## src/rtl/cpu_defs_pkg.sv

```systemverilog
// Shared CPU definitions: opcode encodings, register codes, NOP word, opcode field bounds.
// Latency: n/a (constants only).
// Backpressure: n/a.
package cpu_defs;

  localparam int ADDR_W  = 8;
  localparam int INSTR_W = 16;
  localparam int CNT_W   = 16;

  // Opcode occupies instruction bits [OPC_HI:OPC_LO].
  localparam int OPC_HI = 15;
  localparam int OPC_LO = 11;

  localparam logic [INSTR_W-1:0] NOP_WORD = 16'h0000;

  typedef enum logic [4:0] {
    OP_NOP   = 5'b00000,
    OP_HALT  = 5'b00001,
    OP_LOAD  = 5'b00010,
    OP_STORE = 5'b00011,
    OP_NOR   = 5'b00100,
    OP_NXOR  = 5'b00101,
    OP_NAND  = 5'b00110,
    OP_ADD   = 5'b01000,
    OP_ADDI  = 5'b01001,
    OP_ADDC  = 5'b01010,
    OP_SUB   = 5'b01011,
    OP_SUBI  = 5'b01100,
    OP_SUBC  = 5'b01101,
    OP_CMP   = 5'b01110,
    OP_LDIH  = 5'b10000,
    OP_AND   = 5'b10001,
    OP_OR    = 5'b10010,
    OP_XOR   = 5'b10011,
    OP_SLL   = 5'b10100,
    OP_SRL   = 5'b10101,
    OP_SLA   = 5'b10110,
    OP_SRA   = 5'b10111,
    OP_JUMP  = 5'b11000,
    OP_JMPR  = 5'b11001,
    OP_BZ    = 5'b11010,
    OP_BNZ   = 5'b11011,
    OP_BN    = 5'b11100,
    OP_BNN   = 5'b11101,
    OP_BC    = 5'b11110,
    OP_BNC   = 5'b11111
  } opcode_e;

  localparam logic [4:0] HALT_OP = OP_HALT;

  typedef enum logic [2:0] {
    GR0 = 3'd0, GR1 = 3'd1, GR2 = 3'd2, GR3 = 3'd3,
    GR4 = 3'd4, GR5 = 3'd5, GR6 = 3'd6, GR7 = 3'd7
  } reg_e;

endpackage

```

## src/rtl/fetch_stage_if_id_reg.sv

```systemverilog
// IF/ID pipeline register: instruction, its address and a valid bit.
// Latency: 1 edge from load to outputs. Backpressure: holds contents when no control is active.
// Ports: clk, reset (sync, active-high); flush (load bubble + flush_pc), bubble (load bubble,
//   keep pc), load (capture instr_in/pc_in as valid); instr/pc/valid outputs.
module if_id_reg
  import cpu_defs::*;
#(
  parameter int ADDR_W  = cpu_defs::ADDR_W,
  parameter int INSTR_W = cpu_defs::INSTR_W,
  parameter logic [INSTR_W-1:0] NOP_WORD = cpu_defs::NOP_WORD
) (
  input  logic               clk,
  input  logic               reset,
  input  logic               flush,
  input  logic [ADDR_W-1:0]  flush_pc,
  input  logic               bubble,
  input  logic               load,
  input  logic [INSTR_W-1:0] instr_in,
  input  logic [ADDR_W-1:0]  pc_in,
  output logic [INSTR_W-1:0] instr,
  output logic [ADDR_W-1:0]  pc,
  output logic               valid
);

  // Control precedence mirrors the fetch priority: flush > bubble > load > hold.
  always_ff @(posedge clk) begin
    if (reset) begin
      instr <= NOP_WORD;
      pc    <= '0;
      valid <= 1'b0;
    end else if (flush) begin
      instr <= NOP_WORD;
      pc    <= flush_pc;
      valid <= 1'b0;
    end else if (bubble) begin
      instr <= NOP_WORD;
      valid <= 1'b0;
    end else if (load) begin
      instr <= instr_in;
      pc    <= pc_in;
      valid <= 1'b1;
    end
  end

endmodule

```

## src/rtl/fetch_stage.sv

```systemverilog
// IF stage: owns the PC, drives instr_mem, fills IF/ID, handles redirect/halt/stall, counts fetches.
// Latency: word at address A lands in IF/ID one edge after pc==A.
// Backpressure: stall holds PC, IF/ID and counter; redirect overrides stall and halt.
// Ports: clk, reset (sync, active-high); imem_addr/imem_rdata to instr_mem; stall, redirect,
//   redirect_pc from hazard/branch logic; ifid_instr/ifid_pc/ifid_valid, halted, fetch_count out.
module fetch_stage
  import cpu_defs::*;
#(
  parameter int ADDR_W  = cpu_defs::ADDR_W,
  parameter int INSTR_W = cpu_defs::INSTR_W,
  parameter logic [INSTR_W-1:0] NOP_WORD = cpu_defs::NOP_WORD,
  parameter logic [4:0] HALT_OP = cpu_defs::HALT_OP,
  parameter int CNT_W   = cpu_defs::CNT_W
) (
  input  logic               clk,
  input  logic               reset,
  output logic [ADDR_W-1:0]  imem_addr,
  input  logic [INSTR_W-1:0] imem_rdata,
  input  logic               stall,
  input  logic               redirect,
  input  logic [ADDR_W-1:0]  redirect_pc,
  output logic [INSTR_W-1:0] ifid_instr,
  output logic [ADDR_W-1:0]  ifid_pc,
  output logic               ifid_valid,
  output logic               halted,
  output logic [CNT_W-1:0]   fetch_count
);

  logic [ADDR_W-1:0] pc_q;
  logic              halted_q;
  logic [CNT_W-1:0]  cnt_q;
  logic              capture;
  logic              is_halt;

  // A normal capture only happens when nothing higher-priority is active.
  assign capture = !redirect && !halted_q && !stall;
  assign is_halt = (imem_rdata[OPC_HI:OPC_LO] == HALT_OP);

  always_ff @(posedge clk) begin
    if (reset) begin
      pc_q     <= '0;
      halted_q <= 1'b0;
      cnt_q    <= '0;
    end else if (redirect) begin
      // Cancels any halt taken on a speculatively fetched HALT.
      pc_q     <= redirect_pc;
      halted_q <= 1'b0;
    end else if (capture) begin
      pc_q     <= pc_q + ADDR_W'(1);
      halted_q <= is_halt;
      if (cnt_q != '1) cnt_q <= cnt_q + CNT_W'(1);
    end
  end

  if_id_reg #(
    .ADDR_W   (ADDR_W),
    .INSTR_W  (INSTR_W),
    .NOP_WORD (NOP_WORD)
  ) u_if_id (
    .clk      (clk),
    .reset    (reset),
    .flush    (redirect),
    .flush_pc (redirect_pc),
    .bubble   (halted_q),
    .load     (capture),
    .instr_in (imem_rdata),
    .pc_in    (pc_q),
    .instr    (ifid_instr),
    .pc       (ifid_pc),
    .valid    (ifid_valid)
  );

  // imem_addr comes straight from the register: no path from redirect.
  assign imem_addr   = pc_q;
  assign halted      = halted_q;
  assign fetch_count = cnt_q;

endmodule

```

## config.mk

```make
export PLATFORM = sky130hd
export DESIGN_NAME = fetch_stage
export DESIGN_NICKNAME = d
export VERILOG_FILES = /design/src/rtl/cpu_defs_pkg.sv /design/src/rtl/fetch_stage_if_id_reg.sv /design/src/rtl/fetch_stage.sv
export SDC_FILE = /design/constraint.sdc
export NUM_CORES = 1
export LEC_CHECK = 0
export CAP_MARGIN = 20
export CORE_MARGIN = 5
export CORE_UTILIZATION = 40
export CTS_CLUSTER_DIAMETER = 30
export DETAILED_ROUTE_END_ITERATION = 16
export MAX_ROUTING_LAYER = met4
export PLACE_DENSITY = 0.75
export SLEW_MARGIN = 15
export SYNTH_ARGS = -nofsm -noshare
export SYNTH_HDL_FRONTEND = slang
export SYNTH_SLANG_ARGS = --single-unit
```

## constraint.sdc

```tcl
create_clock -name clk -period 1.8 [get_ports clk]
set_input_delay 0.18 -clock clk [delete_from_list [all_inputs] [get_ports clk]]
set_output_delay 0.18 -clock clk [all_outputs]
set_load 0.03 [all_outputs]
```

==> results.py, run 1 <==
metrics = {
    "status": {
        "outcome": "finished, violations left",
        "violations": "negative setup slack",
    },
    "logic_synthesis": {
        "synth_cell_types": 33,
        "yosysSeqAreaShare_pct": 45.4,
        "avgSynthCellArea_um2": 8.38,
        "ys_warn_count": 0,
        "synth_ff_type": "dfxtp_1",
        "synth_nets": 293,
        "synth_top_area_share_pct": 45.4,
        "synth_edf_count": 0,
        "synth.area.top_cells": "dfxtp_1 45%, nand2_1 7.3%, a21oi_1 7.3%",
        "synthCells": 263,
        "synth_top_cell_by_area": "dfxtp_1",
        "synth.most_common_cell": "dfxtp_1",
        "async_flop_share_pct": 0,
        "synth_area_um2": 2200,
        "ys_ff_latch": 50,
        "synthTopCellsByCount": "50 x dfxtp_1, 43 x nand2_1, 32 x a21oi_1",
    },
    "clocking": {
        "cts_tree": "yes",
        "ctsHoldBuffers": 0,
        "clkLatencyLatePin_ns": 0.29,
        "clock_path_buffers": 2,
        "h-tree-depth": 2,
        "root_buffer": "clkbuf_8",
        "clk_pin_slew_worst_paths_ns": 0.09,
        "cts_buffers": 5,
        "cts_sinks": 50,
    },
    "floorplanning": {
        "dieWidth_um": 84.2,
        "num_rows": 27,
        "num_io_pins": 78,
        "die-height_um": 84.2,
        "die_area_um2": 7100,
        "core_area_um2": 5440,
        "start_util_pct": 40.5,
    },
    "critical_path": {
        "cpPeakStageDelay_ns": 0.48,
        "crit_buf_inv": 1,
        "path_cells": "clkdlybuf4s50_1 > or3_4 > or4_4 > or4_1 > a21oi_1",
        "required_ns": 2.03,
        "cp.arrival_ns": 2.05,
        "critical_path.max_fanout": 3,
        "cp-end-kind": "flop",
        "crit_slowest_cell": "or4_1",
        "cp.depth": 5,
        "path_class": "in2reg",
        "path_delay_family": "simple AND/OR/NAND/NOR gates",
        "r2r_cells": 4,
        "startpoint_type": "input pin",
    },
    "sta": {
        "layout_setup_ws_ns": -0.0249,
        "hold_slack_ns": 0.428,
        "tightest_slew_ns": 0.576,
        "relSlewSlack_pct": 61.6,
        "fmax_ghz": 0.548,
        "setup_viol": 1,
        "rsz0062_at_grt": "true",
        "fin_crit_sh_pct": 101,
        "skew_ns": 0.00506,
        "maxSlewViolCount": 0,
        "hold_viol_final": 0,
        "min_period_ns": 1.82,
        "setup_tns_ns": -0.0249,
    },
    "hold_path": {
        "hp-class": "in2reg",
        "worstHoldPathCells": 3,
    },
    "pwr": {
        "peakVddDrop_v": 0.000391,
        "power.leakage_nw": 1.14,
        "p_per_area_nw_per_um2": 661,
        "report.power.total_mw": 2.19,
    },
    "placed_design": {
        "place_ws_ns": -0.313,
        "dpl.hpwl_um": 4430,
        "dp.cells": 413,
        "portBuffers": 77,
        "placed_area_um2": 3190,
        "place_congestion": 0.834,
    },
    "final_layout": {
        "fin_area_um2": 3320,
        "utilization_pct": 61.0,
        "drive_gt1_share_pct": 13.4,
        "stdcell_count": 422,
        "syn_to_final_growth_pct": 50.5,
        "n_antenna_cell": 0,
        "nets": 379,
    },
    "routing": {
        "drt_pass1_iterations": 4,
        "via_per_inst": 5.32,
        "postRouteAntennaNets": 0,
        "wl_per_cell_um": 14.2,
        "drc": 0,
        "wl_um": 5980,
        "drtIter0Drc": 118,
        "vias": 2244,
    },
    "grt": {
        "overflow": 0,
        "grt_pass1_wl_um": 9870,
        "grt_max_degree": 24,
        "grt_use_total_pct": 17.1,
        "grt_pass1_vias": 2053,
        "antenna_found_initial": 0,
    },
    "job": {
        "maxCapViolCount": 0,
    },
}
-- placed cells by master (no fill, tap or decap), types with 7 or more instances in the layout --
| cell type | Yosys | final |
|---|---|---|
| nand2_1 | 43 | 42 |
| nand3_1 | 7 | 7 |
| a21oi_1 | 32 | 32 |
| nand4_1 | 9 | 9 |
| dfxtp_1 | 50 | 44 |
| clkdlybuf4s50_1 | 0 | 76 |
| o31ai_1 | 7 | 7 |
| or4_1 | 8 | 7 |
| o21ai_0 | 10 | 10 |
| buf_4 | 0 | 18 |
| nor2_1 | 13 | 13 |
-- kinds of logic (layout without fill, tap and decap cells) --
| kind of cell | count (synthesis) | count (layout) | share of synthesized area (%) |
|---|---|---|---|
| and+or+nand+nor | 109 | 109 | 25.1 |
| AOI/OAI and AO/OA | 67 | 67 | 18.4 |
| DFF | 50 | 50 | 45.4 |
| buffers and inverters | 21 | 108 | 3.69 |
| muxes | 8 | 8 | 3.86 |
| xor gates and xnor gates | 6 | 6 | 2.38 |
| adders and majority gates | 2 | 2 | 1.13 |
-- flip-flops by register name, summed over array words and instances (netlist names) --
name and flops:
u_if_id.pc 8, fetch_count 16, u_if_id.valid 1, u_if_id.instr 16
imem_addr 8, halted 1
-- power breakdown --
group	internal (mW)	switching (mW)	total (mW)
registers	1.14	0.0318	1.17
logic	0.174	0.190	0.364
clock network	0.311	0.347	0.658
-- tightest hold or removal path, cell delays in order --
cell	delay [ns]
clkdlybuf4s50_1	0.39
nand2_1	0.06
a21oi_1	0.05
-- path summary, 6_finish.rpt --
path | from | end | slack, ns
worst max-delay path | redirect | fetch_count[14] | -0.02
worst min-delay path | imem_rdata[6] | u_if_id.instr[6] | 0.43
worst max register to register | halted | fetch_count[14] | 0
worst min register to register | u_if_id.instr[14] | u_if_id.instr[14] | 0.46
-- layer usage --
layer | vias to the layer above | track usage [%] | share of wire [%] | wire length, um
met4 | 0 | 2.63 | 0.67 | 40
met2 | 55 | 27.7 | 48 | 2840
met1 | 1052 | 21.5 | 45 | 2690
met3 | 4 | 5.20 | 6.7 | 403
li1 | 1133 | - | - | -
met5 | - | - | 0 | 0
-- what timing repair did --
| action | in CTS | in global routing |
|---|---|---|
| setup endpoints to repair | 0 | 4 |
| resized for setup | 0 | 6 |
| buffers inserted | 0 | 1 |
-- cell type report --
type | instances | area (um2)
Inverter | 4 | 15.0
Fill cell | 509 | 2120
Tap cell | 72 | 90.1
Sequential cell | 50 | 1020
Clock inverter | 1 | 5.00
Multi-Input combinational cell | 192 | 1180
Timing Repair Buffer | 96 | 928
Clock buffer | 7 | 86.3
No activity file was read; power rests on OpenSTA's default activity.
==> inputs of run 2 (changes only) <==
--- a/config.mk
+++ b/config.mk
@@ -7,12 +7,13 @@
 export LEC_CHECK = 0
 export CAP_MARGIN = 20
 export CORE_MARGIN = 5
-export CORE_UTILIZATION = 40
+export CORE_UTILIZATION = 41
 export CTS_CLUSTER_DIAMETER = 30
 export DETAILED_ROUTE_END_ITERATION = 16
 export MAX_ROUTING_LAYER = met4
-export PLACE_DENSITY = 0.75
+export PLACE_DENSITY = 0.76
 export SLEW_MARGIN = 15
 export SYNTH_ARGS = -nofsm -noshare
 export SYNTH_HDL_FRONTEND = slang
+export SYNTH_HIERARCHICAL = 1
 export SYNTH_SLANG_ARGS = --single-unit
==> results.py, run 2 <==
metrics = {
    "routing": {
        "vias": 2291,
        "wl_per_cell_um": 14.6,
        "via_per_inst": 5.28,
        "drt_pass1_iterations": 4,
        "drc": 0,
        "wl_um": 6320,
        "postRouteAntennaNets": 0,
        "drtIter0Drc": 151,
    },
    "hold_path": {
        "hp-class": "in2reg",
        "hp-start": "redirect_pc[1]",
        "worstHoldPathCells": 3,
    },
    "logic_synthesis": {
        "synth_nets": 288,
        "ys_warn_count": 6,
        "synth_ff_type": "dfxtp_1",
        "ys_ff_latch": 50,
        "synth.most_common_cell": "dfxtp_1",
        "synth.area.top_cells": "dfxtp_1 42%, mux2i_1 8.0%, nor2_1 4.9%",
        "synth_cell_types": 43,
        "yosysSeqAreaShare_pct": 42.2,
        "synth_edf_count": 0,
        "synth_top_cell_by_area": "dfxtp_1",
        "async_flop_share_pct": 0,
        "synth_area_um2": 2370,
        "synthCells": 258,
        "synth_top_area_share_pct": 42.2,
        "synthTopCellsByCount": "50 x dfxtp_1, 31 x nor2_1, 20 x nor3_1",
        "avgSynthCellArea_um2": 9.20,
    },
    "critical_path": {
        "path_delay_family": "simple AND/OR/NAND/NOR gates",
        "cp-startpoint": "redirect",
        "startpoint_type": "input pin",
        "crit_slowest_cell": "or4b_4",
        "cp.arrival_ns": 1.94,
        "critical_path.max_fanout": 3,
        "cpPeakStageDelay_ns": 0.54,
        "required_ns": 2.00,
        "rr_startpoint": "halted",
        "cp.depth": 5,
        "cp-end-kind": "flop",
        "path_class": "in2reg",
        "crit_buf_inv": 1,
        "r2r_cells": 4,
        "path_cells": "clkdlybuf4s50_1 > or4b_4 > or2_4 > a211oi_2 > mux2_1",
    },
    "grt": {
        "grt_use_total_pct": 18.1,
        "overflow": 0,
        "grt_max_degree": 37,
        "grt_pass1_wl_um": 10800,
        "antenna_found_initial": 0,
        "grt_pass1_vias": 2294,
    },
    "final_layout": {
        "drive_gt1_share_pct": 18.2,
        "nets": 391,
        "layout_commonest_cell": "clkdlybuf4s50_1",
        "syn_to_final_growth_pct": 52.0,
        "most-common-layout-cells": "77 x clkdlybuf4s50_1, 43 x dfxtp_1, 31 x nor2_1",
        "fillCellCount": 484,
        "n_antenna_cell": 0,
        "stdcell_count": 434,
    },
    "floorplanning": {
        "core_area_um2": 5570,
        "num_io_pins": 78,
        "num_rows": 27,
        "start_util_pct": 42.6,
        "die_area_um2": 7410,
        "dieWidth_um": 86.1,
        "die-height_um": 86.1,
    },
    "pwr": {
        "p_per_area_nw_per_um2": 705,
        "peakVddDrop_v": 0.000418,
        "power.leakage_nw": 1.38,
        "report.power.total_mw": 2.54,
    },
    "clocking": {
        "clk_pin_slew_worst_paths_ns": 0.09,
        "cts_buffers": 5,
        "ctsHoldBuffers": 0,
        "clock_path_buffers": 2,
        "clkLatencyLatePin_ns": 0.30,
        "h-tree-depth": 2,
        "cts_tree": "yes",
        "root_buffer": "clkbuf_8",
        "cts_sinks": 50,
    },
    "sta": {
        "hold_viol_final": 0,
        "setup_tns_ns": 0,
        "skew_ns": 0.00584,
        "relSlewSlack_pct": 75.5,
        "min_period_ns": 1.74,
        "maxSlewViolCount": 0,
        "fmax_ghz": 0.573,
        "setup_viol": 0,
        "tightest_slew_ns": 0.367,
        "layout_setup_ws_ns": 0.0555,
        "fin_crit_sh_pct": 96.9,
    },
    "placed_design": {
        "portBuffers": 77,
        "dpl.hpwl_um": 4680,
        "place_ws_ns": -0.328,
        "place_congestion": 0.834,
        "dp.cells": 425,
    },
    "status": {
        "outcome": "complete, no violations",
    },
    "job": {
        "maxCapViolCount": 0,
    },
}
==> run 2: power breakdown <==
group / switching [mW] / total (mW) / internal [mW]
clock network: 0.384 / 0.941 / 0.557
registers: 0.0340 / 1.18 / 1.14
logic: 0.214 / 0.423 / 0.209
total: 0.632 / 2.54 / 1.91
==> run 2: final cells by class <==
type                       count  area, um2  area share [%]
clock buffer                   5       68.8            1.91
clock inverter                 3       68.8            1.91
inverter                      15       56.3            1.56
multi-input combinational    181       1280            35.5
sequential                    50       1010            28.1
tap                           72       90.1            2.50
timing repair buffer         108       1030            28.5
==> run 2: path summary, 6_finish.rpt <==
| path | to | slack [ns] |
|---|---|---|
| max | fetch_count[7] | 0.06 |
| min | u_if_id/pc[1] | 0.48 |
| max reg2reg | fetch_count[7] | 0.06 |
| min reg2reg | u_if_id/valid | 0.49 |
==> run 2: stage by stage <==
stage	utilization, %	area (um2)	hold WS, ns
after global routing	64.7	3610	0.482
after CTS	64.1	3570	0.471
after detailed placement	61.5	3430	0.465
final	64.7	3610	0.478
after floorplan	-	2380	0.249
after global placement	61.5	3430	0.445
==> run 2: kinds of logic (layout without fill, tap and decap cells) <==
kind of cell / count (synthesis) / in the layout / share of synthesized area [%]
compound gates: 43 / 43 / 13.5
xor+xnor: 6 / 6 / 2.21
simple gates: 106 / 106 / 25.4
mux: 24 / 24 / 10.4
fa+ha+maj: 2 / 2 / 1.05
buf+inv: 27 / 131 / 5.27
flops: 50 / 50 / 42.2
==> run 2: per-layer routing <==
layer / up-vias / part of all wire (%) / global-route usage [%]
met5: - / 0 / -
met4: 0 / 0.87 / 4.32
met3: 4 / 5.2 / 3.55
met2: 60 / 48 / 29.3
met1: 1088 / 46 / 23.2
li1: 1139 / - / -
==> run 2: repair_timing <==
action | 4_1_cts | 5_1_grt
setup buffers | 0 | 1
resized for setup | 1 | 9
pin swaps | 0 | 3
setup endpoints to repair | 2 | 18
==> run 2: worst reg2reg max path, cell delays in order, from the launching register on <==
cell	delay (ns)
dfxtp_2	0.33
or4b_4	0.53
or2_4	0.27
a211oi_2	0.16
mux2_1	0.33
==> inputs of run 3 (changes only) <==
--- a/config.mk
+++ b/config.mk
@@ -5,7 +5,6 @@
 export SDC_FILE = /design/constraint.sdc
 export NUM_CORES = 1
 export LEC_CHECK = 0
-export CAP_MARGIN = 20
 export CORE_MARGIN = 5
 export CORE_UTILIZATION = 41
 export CTS_CLUSTER_DIAMETER = 30
==> results of run 3 <==
Final layout, timing and power as in run 2 (identical DEF).
==> RTL edit 1: new RTL, config.mk and constraints of run 1 <==
`CNT_W`: 16 -> 14.
--- a/src/rtl/cpu_defs_pkg.sv
+++ b/src/rtl/cpu_defs_pkg.sv
@@ -7,3 +7,3 @@
   localparam int INSTR_W = 16;
-  localparam int CNT_W   = 16;
+  localparam int CNT_W   = 14;
 
Interface: changed (resized fetch_count); port bits go from 78 to 76. No check against the original RTL was run, so the function may have changed too.
==> RTL edit 1 against run 1 <==
- setup slack improved by 0.13 ns
- die area fell by 5.1%
- power fell by 6.2%
- synthesized area fell by 5.8%
- design area fell by 7.3%
- worst hold slack improved by 0.0063 ns
- sequential cell count fell by 2
- routed wire length fell by 11%
- critical path type is now flip-flop to flip-flop
==> RTL edit 1: results (changes against run 1) <==
[clocking]
clk_pin_slew_ns = 0.08
insertion_delay_ns = 0.29  ; about the same
cts_root_buf = clkbuf_8
htree_levels = 2  ; unchanged
clockBufferDepth = 2  ; unchanged
post-cts-setup-buffer-count = 0  ; unchanged
numCtsBuffers = 5  ; unchanged

[sta]
fin_ws_ns = 0.106  ; +0.131 ns
fin_worst_skew_ns = 0.00628  ; +0.00123 ns
slew_headroom = 0.750  ; +0.134

[global_route]
grt_pass1_wl_um = 8980  ; -9.1%
grt_usage = 0.174  ; +0.00262
antenna_found_initial = 0  ; unchanged
grt_pass1_vias = 1981  ; -3.5%
grt_max_degree = 20  ; -17%

[layout]
fill_cells = 478  ; -6.1%
drive_gt1_frac = 0.0915  ; -0.0428
largest_reg_flops = 16
n_antenna_cell = 0  ; unchanged
multiInputGateArea_um2 = 1020  ; -13%
nets = 360  ; -5.0%
top_register = u_if_id.instr

[yosys]
postSynth.asyncResetShare = 0  ; unchanged
yosysSeqAreaShare = 0.463  ; +0.00862
synth-adder-area-share = 0.0120  ; +0.000697
synth_common_cells = 48 x dfxtp_1, 41 x nand2_1, 32 x a21oi_1, 10 x a21boi_0
ys_warn_count = 0  ; unchanged
synth-xor-area-share = 0.0337  ; +0.00990
synth.mux.area_fraction = 0.0440  ; +0.00538
synth_fp_nets = 271  ; -7.5%
synthTopCellsByArea = dfxtp_1 46%, a21oi_1 7.7%, nand2_1 7.4%
synth-compound-area-share = 0.195  ; +0.0107
synth_cell_types = 37  ; +12%
synth-main-ff-cell = dfxtp_1

[detailed_routing]
drt-total-wl_um = 5310  ; -11%
firstDrtPassIters = 4  ; unchanged
routed_via_density = 5.11  ; -3.8%
drtIter0Drc = 90  ; -24%

[critical_path]
cp.arrival_ns = 1.91  ; -0.14 ns
crit_fanout = 9  ; +6

[placed_design]
dp_hpwl_um = 4010  ; -9.5%
io_buffers = 75  ; -2.6%
gp_congestion = 0.862  ; +3.3%
post-place-ws_ns = 0.00563  ; +0.318 ns

[outcome]
outcome = finished clean

[worst_hold_path]
hp-class = input pin to flip-flop

[power_and_ir_drop]
vdd_drop_max_v = 0.000315  ; -19%
p_leak_uw = 0.00112  ; -2.2%

## RTL edit 1: cell count changes in the layout (fill, tap and decap cells not counted), sizes merged, moves of 3 or more
cell and delta:
mux2i +4, a21boi +8, mux2 -3, a211oi -4, and4 -3, inv +5
or4 -5, nor2b -3, a311oi -3, nor2 -4, xor2 +4
## RTL edit 1: metrics by stage
step | cell area [um2] | cells | hold slack, ns | utilization
final | 3080 | 398 | 0.434 | 0.606
after global routing | 3080 | 398 | 0.419 | 0.606
after CTS | 3070 | 398 | 0.420 | 0.606
after detailed placement | 3010 | 393 | 0.448 | 0.592
after global placement | 3010 | 393 | 0.442 | 0.592
after floorplan | 2080 | 241 | 0.316 | -
## RTL edit 1: layout make-up
class,instances,share of cell area
multi-input cells,170,0.331
flip-flops and latches,48,0.312
repair buffers,95,0.294
well taps,70,0.0285
clock buffers,5,0.0224
inverters,10,0.0122
## RTL edit 1: metal layers
metal	wire (um)	global-route usage
met5	0	-
met4	66	0.0515
met3	339	0.0417
met2	2570	0.284
met1	2330	0.212
## RTL edit 1: cell families (layout without fill, tap and decap cells)
family          after synthesis  count (layout)
compound gates               66              66
xor+xnor                      8               8
fa+ha+maj                     2               2
buf+inv                      23             110
flops                        48              48
mux                           9               9
simple gates                 85              85
## RTL edit 1: path summary, 6_finish.rpt
kind,startpoint,endpoint,depth (start not counted)
max,fetch_count[4],fetch_count[13],4
min,imem_rdata[0],u_if_id.instr[0],3
min reg2reg,u_if_id.instr[1],u_if_id.instr[1],2
max reg2reg,fetch_count[4],fetch_count[13],4
## RTL edit 1: what timing repair did
| item | CTS | global route |
|---|---|---|
| endpoints found under the setup margin | 0 | 1 |
| gates resized for setup | 0 | 1 |
| hold buffers | 0 | 0 |
| hold endpoints to repair | 0 | 0 |
## RTL edit 1: critical path: stages, from the launching register on
cell and delay [ns]:
dfxtp_1 0.45, and4_1 0.29, nand3_2 0.18, or4_1 0.54, a21oi_1 0.17
## RTL edit 1: where the power goes
group	leakage, uW	total [uW]	internal [uW]	switching, uW
clock network	0.0000359	567	251	316
logic	0.000687	360	177	183
registers	0.000392	1130	1100	31.1
total	0.00112	2060	1530	531
==> RTL edit 2: new RTL, settings of run 1 <==
Made on the original files. Register the output `fetch_count` once more, with the module's reset; this adds one clock of latency there. The other outputs are not delayed to match.
--- a/src/rtl/fetch_stage.sv
+++ b/src/rtl/fetch_stage.sv
@@ -75,3 +75,9 @@
   assign halted      = halted_q;
-  assign fetch_count = cnt_q;
+  always_ff @(posedge clk) begin
+    if (reset) begin
+      fetch_count <= '0;
+    end else begin
+      fetch_count <= cnt_q;
+    end
+  end
 
Behaviour: not the same (a bounded check fails within 4 cycles, from zero or initial values and one cycle with reset high).
==> RTL edit 2 against run 1 <==
- setup slack better by 0.13 ns
- register-to-register slack better by 0.14 ns
- sequential cell count is 16 higher
- power is 42% higher
- fmax is 7.8% higher
- via count is 3.6% higher
- routed wire length is 2.7% lower
- synthesized area is 17% higher
- clock skew is 0.0031 ns higher
- design area is 11% higher
- sequential power is 31% higher
- largest cell class is now registers
- largest power group unchanged
- highest routed layer unchanged
==> RTL edit 2: results (changes against run 1) <==
[placed_design]
gp_congestion = 0.745  ; -11%
dp.cells = 436  ; +5.6%
post-place-ws_ns = -0.122  ; +0.191 ns
dp_hpwl_um = 4280  ; -3.3%

[global_route]
grt_pass1_wl_um = 10000  ; +1.6%
grt_pass1_vias = 2172  ; +5.8%
grt_usage = 0.152  ; -0.0189
grt_max_degree = 39  ; +63%

[yosys]
synth_common_cells = 66 x dfxtp_1, 44 x nand2_1, 27 x a21oi_1, 17 x nor2_1, 15 x o21ai_0
synth.top_cell.area_share = 0.510  ; +0.0564
synth_fp_nets = 315  ; +7.5%
postSynthCellCount = 285  ; +8.4%
synth_cell_types = 42  ; +27%
synthTopCellsByArea = dfxtp_1 51%, nand2_1 6.4%, a21oi_1 5.2%
yosysSeqAreaShare = 0.510  ; +0.0564

[clocking]
hold_buffers = 0  ; unchanged
numCtsBuffers = 9  ; +4
clk_pin_slew_ns = 0.07  ; -0.02 ns
insertion_delay_ns = 0.34  ; +0.05 ns
htree_levels = 3  ; +1

[detailed_routing]
wl_met2_um = 2610  ; -8.4%
drtIter0Drc = 161  ; +36%
wl_met3_um = 373  ; -7.4%
routed_via_density = 5.14  ; -3.3%
drt-total-wl_um = 5820  ; -2.7%
wl_met1_um = 2690  ; +0.11%

[power_and_ir_drop]
power.switching_uw = 775  ; +36%
vdd_drop_max_v = 0.000571  ; +46%
p_leak_uw = 0.00136  ; +19%

[critical_path]
cp.arrival_ns = 1.51  ; -0.54 ns
critical-path-top-delay-family = buffers and inverters
slowest_delay_ns = 0.73  ; +0.25 ns
cpMaxStageDelayCell = clkdlybuf4s50_1
crit_fanout = 8  ; +5

[outcome]
outcome = finished clean

[layout]
drive_gt1_frac = 0.109  ; -0.0250
layout.cells.non_filler = 452  ; +7.1%
nets = 400  ; +5.5%

[sta]
tightest_slew_ns = 0.343  ; -0.233 ns

## RTL edit 2: changes by cell type in the layout (fill, tap and decap cells not counted), sizes merged, moves of 4 or more
cell,run 1,this run
nor2,13,17
a21oi,32,27
o21ai,10,15
dfxtp,50,66
buf,19,13
o31ai,7,1
or4,8,2
nor2b,4,14
## RTL edit 2: worst paths after layout
| check | from | endpoint | slack (ns) | cells past startpoint |
|---|---|---|---|---|
| setup / recovery | imem_addr[3] | imem_addr[3] | 0.11 | 1 |
| hold / removal | imem_rdata[1] | u_if_id.instr[1] | 0.39 | 3 |
| setup reg to reg | cnt_q[0] | cnt_q[13] | 0.14 | 5 |
| hold reg to reg | u_if_id.instr[15] | u_if_id.instr[15] | 0.45 | 2 |
## RTL edit 2: power groups by stage
stage	Clock, uW	Combinational, uW	Sequential [uW]
floorplan	0	114	1630
global placement	0	359	1560
detailed placement	0	361	1570
CTS	1280	363	1530
global route	1350	385	1540
finish	1230	359	1530
## RTL edit 2: routing by layer
layer	vias to the layer above	global-route usage
li1	1177	-
met1	1076	0.184
met2	60	0.225
met3	12	0.0508
met4	0	0.0782
met5	-	-
## RTL edit 2: logic make-up (layout without fill, tap and decap cells)
| logic type | Yosys count | in the layout | synth area share |
|---|---|---|---|
| AOI/OAI and AO/OA | 61 | 61 | 0.143 |
| buffers and inverters | 22 | 112 | 0.0372 |
| and+or+nand+nor | 118 | 118 | 0.240 |
| xor gates and xnor gates | 7 | 7 | 0.0237 |
| adders and majority gates | 2 | 2 | 0.00966 |
| muxes | 9 | 9 | 0.0367 |
| DFF | 66 | 66 | 0.510 |
## RTL edit 2: per-stage QoR
stage | util | instance area [um2] | power (uW)
final | 0.586 | 3700 | 3120
after global routing | 0.586 | 3700 | 3270
after CTS | 0.585 | 3700 | 3170
after detailed placement | 0.553 | 3490 | 1930
after global placement | 0.553 | 3490 | 1920
after floorplan | - | 2590 | 1750
## RTL edit 2: worst min-delay path, delay by kind of cell
kind | cells | cell delay (ns)
buf+inv | 1 | 0.39
simple gates | 1 | 0.05
compound gates | 1 | 0.05
## RTL edit 2: timing repair
action | CTS | global route
gates resized for setup | 0 | 1
buffers inserted | 0 | 0
setup endpoints to repair | 0 | 1
## RTL edit 2: layout make-up
type	count	area share
inverter	6	0.00609
multi-input combinational	197	0.317
sequential	66	0.357
clock inverter	6	0.0179
clock buffer	10	0.0372
tap	77	0.0260
timing repair buffer	90	0.239
